<file path="src/rtl/lab1_vector_sequencer.sv">
// Built-in self-test sequencer for the Lab 1 four-input function unit F(A,B,C,D).
// Sweeps all 16 input vectors, samples F after a dwell period and grades it against a golden table.
module lab1_vector_sequencer #(
  parameter int unsigned  DWELL    = 4,
  parameter logic [15:0]  EXPECTED = 16'h0000
) (
  input  logic        clk,
  input  logic        rst_n,
  input  logic        start,
  input  logic        abort,
  input  logic        f_in,
  output logic        a,
  output logic        b,
  output logic        c,
  output logic        d,
  output logic        busy,
  output logic        done,
  output logic        pass,
  output logic [4:0]  fail_count,
  output logic [3:0]  first_fail_idx,
  output logic [15:0] sig
);

  typedef enum logic [1:0] {
    IDLE,
    RUN,
    DONE
  } state_t;

  localparam logic [7:0] DWELL_LAST = 8'(DWELL - 1);

  state_t      state;
  logic [3:0]  idx;
  logic [7:0]  dwell_cnt;
  logic        fail_seen;
  logic        mismatch;
  logic [4:0]  fail_next;

  // Grading of the current vector; only consumed on the last dwell cycle.
  assign mismatch  = f_in ^ EXPECTED[idx];
  assign fail_next = fail_count + 5'(mismatch);

  // Pass is decided from fail_next so the final vector's compare is included.
  always_ff @(posedge clk or negedge rst_n) begin
    if (!rst_n) begin
      state          <= IDLE;
      idx            <= 4'd0;
      dwell_cnt      <= 8'd0;
      fail_seen      <= 1'b0;
      {a, b, c, d}   <= 4'd0;
      busy           <= 1'b0;
      done           <= 1'b0;
      pass           <= 1'b0;
      fail_count     <= 5'd0;
      first_fail_idx <= 4'd0;
      sig            <= 16'h0000;
    end else if (abort) begin
      state          <= IDLE;
      idx            <= 4'd0;
      dwell_cnt      <= 8'd0;
      fail_seen      <= 1'b0;
      {a, b, c, d}   <= 4'd0;
      busy           <= 1'b0;
      done           <= 1'b0;
      pass           <= 1'b0;
      fail_count     <= 5'd0;
      first_fail_idx <= 4'd0;
      sig            <= 16'h0000;
    end else begin
      case (state)
        IDLE, DONE: begin
          if (start) begin
            state          <= RUN;
            idx            <= 4'd0;
            dwell_cnt      <= 8'd0;
            fail_seen      <= 1'b0;
            {a, b, c, d}   <= 4'd0;
            busy           <= 1'b1;
            done           <= 1'b0;
            pass           <= 1'b0;
            fail_count     <= 5'd0;
            first_fail_idx <= 4'd0;
            sig            <= 16'h0000;
          end
        end
        RUN: begin
          if (dwell_cnt != DWELL_LAST) begin
            dwell_cnt <= dwell_cnt + 8'd1;
          end else begin
            sig[idx]   <= f_in;
            fail_count <= fail_next;
            if (mismatch && !fail_seen) begin
              first_fail_idx <= idx;
              fail_seen      <= 1'b1;
            end
            // The sweep stops after vector 15 instead of letting idx wrap.
            if (idx == 4'd15) begin
              state        <= DONE;
              busy         <= 1'b0;
              done         <= 1'b1;
              pass         <= (fail_next == 5'd0);
              {a, b, c, d} <= 4'd0;
            end else begin
              idx          <= idx + 4'd1;
              dwell_cnt    <= 8'd0;
              {a, b, c, d} <= idx + 4'd1;
            end
          end
        end
        default: state <= IDLE;
      endcase
    end
  end

endmodule

</file>
<file path="config.mk">
export PLATFORM = sky130hd
export DESIGN_NAME = lab1_vector_sequencer
export DESIGN_NICKNAME = d
export VERILOG_FILES = /design/src/rtl/lab1_vector_sequencer.sv
export SDC_FILE = /design/constraint.sdc
export NUM_CORES = 1
export LEC_CHECK = 0
export ABC_AREA = 1
export CORE_MARGIN = 2
export CORE_UTILIZATION = 55
export DETAILED_ROUTE_END_ITERATION = 8
export PLACE_DENSITY = 0.78
export SYNTH_ARGS = -nofsm -noshare
export SYNTH_HDL_FRONTEND = slang
export SYNTH_SLANG_ARGS = --single-unit
</file>
<file path="constraint.sdc">
create_clock -name clk -period 2 [get_ports clk]
set_input_delay 0.3 -clock clk [delete_from_list [all_inputs] [get_ports clk]]
set_output_delay 0.3 -clock clk [all_outputs]
set_load 0.03 [all_outputs]
</file>
Yosys cells after proc, flatten, opt, wreduce, memory -nomap -nowiden
Memories as Yosys holds them, arrays and structs flattened.
Index checks and enable logic that the tools add are counted.
Operators by class
  add/subtract/negate cells: 3
  $lt $le $gt $ge: 2
  equal/unequal tests: 10
  mux-type cells: 65
  bitwise gates (word level): 1
  reductions and logical operators: 13
Operator list (count)
  2-to-1 mux 16 bit: 3
  2-to-1 mux 8 bit: 4
  one-hot mux 16 bit (2 select lines): 1
  2-to-1 mux 1 bit: 28
  2-to-1 mux 4 bit: 7
  bitwise mux 16 bit: 1
  one-hot mux 1 bit (2 select lines): 8
  one-hot mux 4 bit (2 select lines): 2
  one-hot mux 8 bit (2 select lines): 1
  2-to-1 mux 5 bit: 3
  inequality test 3 bit, second input constant: 5
  AND reduction 4 bit: 3
  one-hot mux 5 bit (2 select lines): 1
  AND reduction 3 bit: 3
  adder 8 x 1 -> 8 bit, second input constant: 1
  2-to-1 mux 2 bit: 4
  inequality test 8 x 2 -> 1 bit, second input constant: 1
  adder 5 x 1 -> 5 bit: 1
  logical NOT 5 bit: 1
  < comparator 4 x 5 -> 1 bit, second input constant: 1
  adder 4 x 1 -> 4 bit, second input constant: 1
  demux 1 bit (select 4 bit): 1
  equality test 4 bit, second input constant: 1
  >= comparator 4 x 1 -> 1 bit, second input constant: 1
  10 further kinds: 11
Word-level totals
  bits in registers: 47
  ROM bits: 16
  output and inout port bits: 32
  logic and storage cells: 109
  memories: 1
Memories
  (no name shown): words 16, width 1, read ports 1, clocked after Yosys merged registers in 0, write ports 0, line 40  | assign mismatch = f_in ^ EXPECTED[idx];

Logic depth before layout (Yosys ltp)
Gate-level depths: netlist of run 1.
  depth after elaboration: 9
  mapped depth: 11

Least setup slack after synthesis of run 1
Ideal clock, no wire load.
  path kind: register -> register
  start point: reg fail_count[0]
  end point: reg pass
  library setup time: 65 ps
  arrival time: 1414 ps
  path slack: 521 ps
  cell stages (with the launch flop): 8
  buffers on the path: 0
  clock period less this slack: 1479 ps
  cell sequence: dfrtp_1 -> ha_1 -> ha_1 -> nor2_1 -> nand3_1 -> nor2_1 -> nand3b_1 -> nand2_1
On the way
  word-level cells in the longest chain between the ends: 6
Ends and longest elaborated chain
  from (decl): line 19  | output logic [4:0] fail_count,
  from (signal assigned): line 91  | fail_count <= fail_next;
  adder 5 x 1 -> 5 bit: line 41  | assign fail_next = fail_count + 5'(mismatch);
  logical NOT 5 bit: line 101  | pass <= (fail_next == 5'd0);
  2-to-1 mux 1 bit: line 97  | if (idx == 4'd15) begin
  2-to-1 mux 1 bit: line 87  | if (dwell_cnt != DWELL_LAST) begin
  one-hot mux 1 bit (2 select lines): line 70  | case (state)
  2-to-1 mux 1 bit: line 57  | end else if (abort) begin
  to (signal assigned): line 101
  to (decl): line 18  | output logic pass,
No other way between the ends. The select of a mux whose other input is x is not followed.
A chain may end at the register's enable or synchronous reset.

Worst setup path in the final report of run 1
  start point: reg fail_count[2]
  end point: out fail_count[2]
No word-level cell between the ends.

==> impl_results.md, run 1 <==
* Synth Instances at 364
* Critical path buffer and inverter count at 1
* Placed Area at 0.003133 mm^2
* Post-DRT Antenna Nets at 0
* CTS max path bufs at 2
* Tightest Pin Transition at 0.5851 ns
* Clk pwr share at 0.224
* CP peak stage delay at about 0.7 ns
* Max_slew headroom at 0.6099
* Diodes inserted at 0
* Share of power burned in combinational logic at 0.322
* Setup Skew at 0.004781 ns
* Post-DP HPWL at 4410 um
* First drt pass iteration count at 5
* GR Util All Layers at 0.2351
* Total Routed Length at roughly 6000 um
* Antenna violations before repair at 0
* Fin crit period at 1.810 ns
* Fin util at 0.6758
* DRC viols at 0
* Layout Nets at 411
* GPL Wtd Cong at 0.9113
* Req. time, crit path at 1.70 ns
* Pwr per Cell Area at 737.7 mW/mm^2
* Clock tree from TritonCTS: done
* Die Ht at 74.54 um
* Sequential Power Share at 0.454
* Rows at 25
* P_leak at 1.642 nW
* Worst setup path startpoint: fail_count[2]
* Vias per std cell at around 5.4
* Final Worst Setup Slack at 0.1898 ns
* Syn Nets at 376
* Sequential area share after synthesis at 0.4298
* Net Sw Frac at 0.3685
* Routed len/inst at 12.99 um
* Mapped Avg Cell Area at 7.518 um^2
* Clock Root Buffer: clkbuf_8
* Starting Density at 0.5755
* Vias in the first global route at 2250
* Setup_tns at 0 ns
* H-tree level count at 2
* Iteration-0 DRC Markers at 230
* Synth top area cells: dfrtp_1, nand2_1, nand4_1
* Die Footprint at 0.005555 mm^2
* Die span in x at roughly 75 um
* Layout cells sized above 1 at 0.07789
* Synthesis-to-layout area growth at 17.42%
* DP Cell Count at 459
* Reg2reg start: dwell_cnt[0]
* Final instance area at 0.003213 mm^2
* I/O Buffers at 36
* Sink Count at 47
* P_sw at 873.5 uW
* Pre-CTS setup slack at 0.1547 ns
* Clock Latency Late Sink at 0.30 ns
* First-pass GRT wire length at 10140 um
* CP Max Fanout at 8
* GR Overflow Total at 0
* Non-filler cells in the finished layout at 465
* Final Power at 2.370 mW
* MaxCap Viol Count at 0
* I/O pins at 37
* Yosys reg bits at 47
* Crit-path cells: clkdlybuf4s50_1
* CP endpoint kind: output pin
* Hold WS at 0.07994 ns
* Final Max Slew Viols at 0
* Yosys cell types at 21
* Post-synthesis instance area at 0.002736 mm^2
* Post-synth top area cell: dfrtp_1
* Vias at 2507
* VDD IR max at 482.7 uV
* Share of the synthesized area in the top cell type at 0.4298
* Unrepaired setup endpoints after global routing: no
* Core area at 0.004755 mm^2
* Final setup viols at 0
* Top delay family on crit path: buffers and inverters
* Register clock-pin slew on the reported worst setup and hold paths at about 0.080 ns
* CP Launch Type: flop
* Fin crit share at 0.9051
* Fmax at 552.4 MHz
* Kind of critical path: reg -> out
* Status: completed
* Synth Warn # at 0
* Slowest-stage cell, CP: clkdlybuf4s50_1
* Cell internal pwr at between 1 and 1.5 mW
* Final hold vios at 0
* Worst Hold Class: in -> async
* TritonCTS Buffers at 5
* Crit path arrival time at 1.51 ns
* Largest net degree at the start of global routing at 48
## cell type report
type,count,area (um^2)
Fill cell,442,1541
Sequential cell,47,1176
Timing Repair Buffer,43,432.9
Multi-Input combinational cell,272,1335
Inverter,30,112.6
Tap cell,67,83.83
Clock buffer,6,72.57
## power by group through the flow
stage	registers, mW	logic [mW]	clock network [mW]
floorplan	1.15	0.489	0
global placement	1.09	0.737	0
detailed placement	1.09	0.758	0
CTS	1.07	0.761	0.540
global route	1.08	0.860	0.569
finish	1.08	0.763	0.531
## synth_stat cells
cell       count
buf_2          6
buf_4          3
buf_6          6
dfrtp_1       47
ha_1           7
inv_1         25
inv_2          5
nand2_1      128
nand2_2        4
nand2_4        2
nand3_1       34
nand3_4        1
nand3b_1       1
nand4_1       32
nor2_1        30
nor2_4         5
nor3_1         5
o2111ai_1      1
o21ai_0       15
o21ai_1        6
xor2_1         1
## flip-flops by register name, indices dropped and copies added, names as in the netlist
| name | cells |
|---|---|
| busy | 1 |
| idx | 4 |
| d | 1 |
| sig | 16 |
| a | 1 |
| fail_seen | 1 |
| done | 1 |
| dwell_cnt | 8 |
| b | 1 |
| fail_count | 5 |
| first_fail_idx | 4 |
| c | 1 |
| pass | 1 |
| state | 2 |
## path summary, 6_finish.rpt
path / depth (start not counted) / to / slack, ns
min: 2 / fail_count[3] / 0.08
max reg2reg: 9 / first_fail_idx[3] / 0.23
max: 1 / fail_count[2] / 0.19
min reg2reg: 2 / sig[10] / 0.47
min in group clk: 2 / sig[10] / 0.47
max in group asynchronous: 2 / sig[14] / 1.52
## logic make-up after synthesis
kind of cell	count (synthesis)	share of synthesized area
AND/OR/NAND/NOR	242	0.4083
flip-flops	47	0.4298
buffers and inverters	45	0.08505
AO/OA/AOI/OAI	22	0.04161
adder cells (fa/ha/maj)	7	0.03201
XOR/XNOR	1	0.003201
## what timing repair did
| action | 4_1_cts | 5_1_grt |
|---|---|---|
| resized for setup | 0 | 2 |
| hold buffers | 0 | 0 |
| endpoints found under the setup margin | 0 | 8 |
| buffers inserted | 0 | 0 |
## routing by layer
| layer | vias up | track usage | share of wire |
|---|---|---|---|
| met1 | 1167 | 0.3273 | 0.48 |
| met2 | 68 | 0.3756 | 0.47 |
| li1 | 1262 | - | - |
| met3 | 10 | 0.05149 | 0.043 |
| met4 | 0 | 0.05952 | 0.012 |
| met5 | - | 0 | 0 |
## placed cells by master, fill, tap and decap left out, drive strengths merged
cell type / instances
nand2: 134
dfrtp: 47
clkdlybuf4s50: 35
nand3: 35
nor2: 35
nand4: 32
inv: 30
o21ai: 21
buf: 8
ha: 7
clkbuf: 6
nor3: 5
nand3b: 1
xor2: 1
o2111ai: 1
(Power assumes the default switching activity.)
==> inputs of run 2 (changes only) <==
CTS_CLUSTER_DIAMETER = 80   (was not set)
PLACE_DENSITY = 0.8   (was 0.78)
==> impl_results.md, run 2 (synthesis results as in run 1) <==
* Antenna violations before repair at 0 (unchanged)
* Post-CTS Resized at 0 (unchanged)
* Post-DRT Antenna Nets at 0 (unchanged)
* DRC viols at 0 (unchanged)
* Fin crit share at 0.9136 (was 0.9051)
* VDD IR max at 531.6 uV (was 482.7 uV)
* Unrepaired setup endpoints after global routing: no (unchanged)
* Clock tree from TritonCTS: done (unchanged)
* Largest regs: sig x16, dwell_cnt x8, fail_count x5 (unchanged)
* Die Footprint at 0.005555 mm^2 (unchanged)
* P_leak at 1.656 nW (was 1.642 nW)
* Clock Latency Late Sink at 0.30 ns (about the same)
* GPL Wtd Cong at 0.9051 (was 0.9113)
* CP Max Fanout at 16 (was 8)
* Final Worst Setup Slack at 0.1728 ns (was 0.1898 ns)
* Layout Nets at 412 (was 411)
* CTS Hold Bufs at 0 (unchanged)
* Max_slew headroom at 0.6113 (was 0.6099)
* First drt pass iteration count at 7 (was 5)
* Pwr per Cell Area at 746.7 mW/mm^2 (was 737.7 mW/mm^2)
* GR Overflow Total at 0 (unchanged)
* Setup_tns at 0 ns (unchanged)
* Area of the multi-input gates at 0.001328 mm^2 (was 0.001335 mm^2)
* Final setup viols at 0 (unchanged)
* Post-DP HPWL at 4290 um (was 4410 um)
* Worst Hold Class: in -> async (unchanged)
* Most frequent cells in the layout: nand2_1, dfrtp_1, clkdlybuf4s50_1 (unchanged)
* Fmax at 547.3 MHz (was 552.4 MHz)
* Fin crit period at 1.827 ns (was 1.810 ns)
* Die span in x at 74.54 um (unchanged)
* First-pass GRT wire length at 10140 um (unchanged)
* Core area at 0.004755 mm^2 (unchanged)
* TritonCTS Buffers at 5 (unchanged)
* Sink Count at 47 (unchanged)
* Setup Skew at 0.007446 ns (was 0.004781 ns)
* Vias per std cell at 5.346 (was 5.391)
* Synthesis-to-layout area growth at 18.20% (was 17.42%)
* I/O Buffers at 36 (unchanged)
* Kind of critical path: reg -> reg (was reg -> out)
* I/O pins at 37 (unchanged)
* Final hold vios at 0 (unchanged)
* Req. time, crit path at 2.18 ns (was 1.70 ns)
* Reg2Reg Depth at 9 (unchanged)
* Die Ht at 74.54 um (unchanged)
* Max FFs per register at 16 (unchanged)
* Final Max Slew Viols at 0 (unchanged)
* CP endpoint kind: flop (was output pin)
* Post CTS Setup Buffer Count at 0 (unchanged)
* CP Launch Type: flop (unchanged)
* MaxCap Viol Count at 0 (unchanged)
* H-tree level count at 2 (unchanged)
* Register clock-pin slew on the reported worst setup and hold paths at 0.09 ns (was 0.08 ns)
* CTS max path bufs at 2 (unchanged)
* Total Routed Length at 5944 um (was 6039 um)
* GR Util All Layers at 0.2346 (was 0.2351)
* Clock Root Buffer: clkbuf_8 (unchanged)
* Iteration-0 DRC Markers at 193 (was 230)
* Fill cells at 413 (was 442)
* Status: completed (unchanged)
* Pre-CTS setup slack at 0.1275 ns (was 0.1547 ns)
* Most common cell after layout, fill and taps aside: nand2_1 (unchanged)
* Layout cells sized above 1 at 0.08479 (was 0.07789)
* Vias in the first global route at 2267 (was 2250)
* Starting Density at 0.5755 (unchanged)
* Crit path arrival time at 2.01 ns (was 1.51 ns)
* Diodes inserted at 0 (unchanged)
* Most flops, register: sig (unchanged)
* Tightest Pin Transition at 0.5831 ns (was 0.5851 ns)
* Largest net degree at the start of global routing at 48 (unchanged)
* Reg area at 0.001176 mm^2 (unchanged)
* Vias at 2502 (was 2507)
* Routed len/inst at 12.70 um (was 12.99 um)
* Rows at 25 (unchanged)
## run 2: per-stage QoR
stage | hold slack, ns | power, mW | instance area [um^2] | utilization | cells
final | 0.08480 | 2.415 | 3234 | 0.6803 | 468
after global routing | 0.1278 | 2.570 | 3234 | 0.6803 | 468
after CTS | 0.09793 | 2.439 | 3234 | 0.6803 | 468
after detailed placement | 0.4291 | 1.847 | 3141 | 0.6605 | 460
after global placement | 0.4235 | 1.821 | 3141 | 0.6605 | 460
after floorplan | 0.004409 | 1.638 | 2736 | - | 364
## run 2: path summary, 6_finish.rpt
path                                   startpoint                end  slack (ns)
worst min-delay path                        rst_n      fail_count[1]        0.08
worst max-delay path                 dwell_cnt[0]      fail_count[1]        0.17
min in group clk                first_fail_idx[1]  first_fail_idx[1]        0.47
worst max register to register       dwell_cnt[0]      fail_count[1]        0.17
worst min register to register  first_fail_idx[1]  first_fail_idx[1]        0.47
max in group asynchronous                   rst_n            sig[14]        1.53
## run 2: per-layer routing
| layer | part of all wire | global-route usage | up-vias |
|---|---|---|---|
| li1 | - | - | 1266 |
| met1 | 0.47 | 0.3238 | 1149 |
| met2 | 0.46 | 0.3658 | 78 |
| met3 | 0.056 | 0.04878 | 9 |
| met4 | 0.015 | 0.08730 | 0 |
| met5 | 0 | 0 | - |
## run 2: area by class of cell
cell class | count | area share
clock inverters | 3 | 0.007737
clock buffers | 5 | 0.02128
multi-input cells | 272 | 0.4104
repair buffers | 44 | 0.1362
flip-flops and latches | 47 | 0.3636
well taps | 67 | 0.02592
inverters | 30 | 0.03482
## run 2: critical path: stages (launching register included)
cell and delay, ns:
dfrtp_1 0.41, ha_1 0.29, nand2_1 0.08, nor2_1 0.10, nand2_1 0.10, nand2_2 0.11, buf_4 0.21, nand2_2 0.21
nand2_1 0.11, o21ai_1 0.07
## run 2: where the power goes
group,total (mW),leakage [nW],switching (mW),internal [mW]
clock,0.577,0.0443,0.327,0.250
combinational,0.765,0.962,0.513,0.252
sequential,1.07,0.649,0.0613,1.01
total,2.41,1.66,0.901,1.51
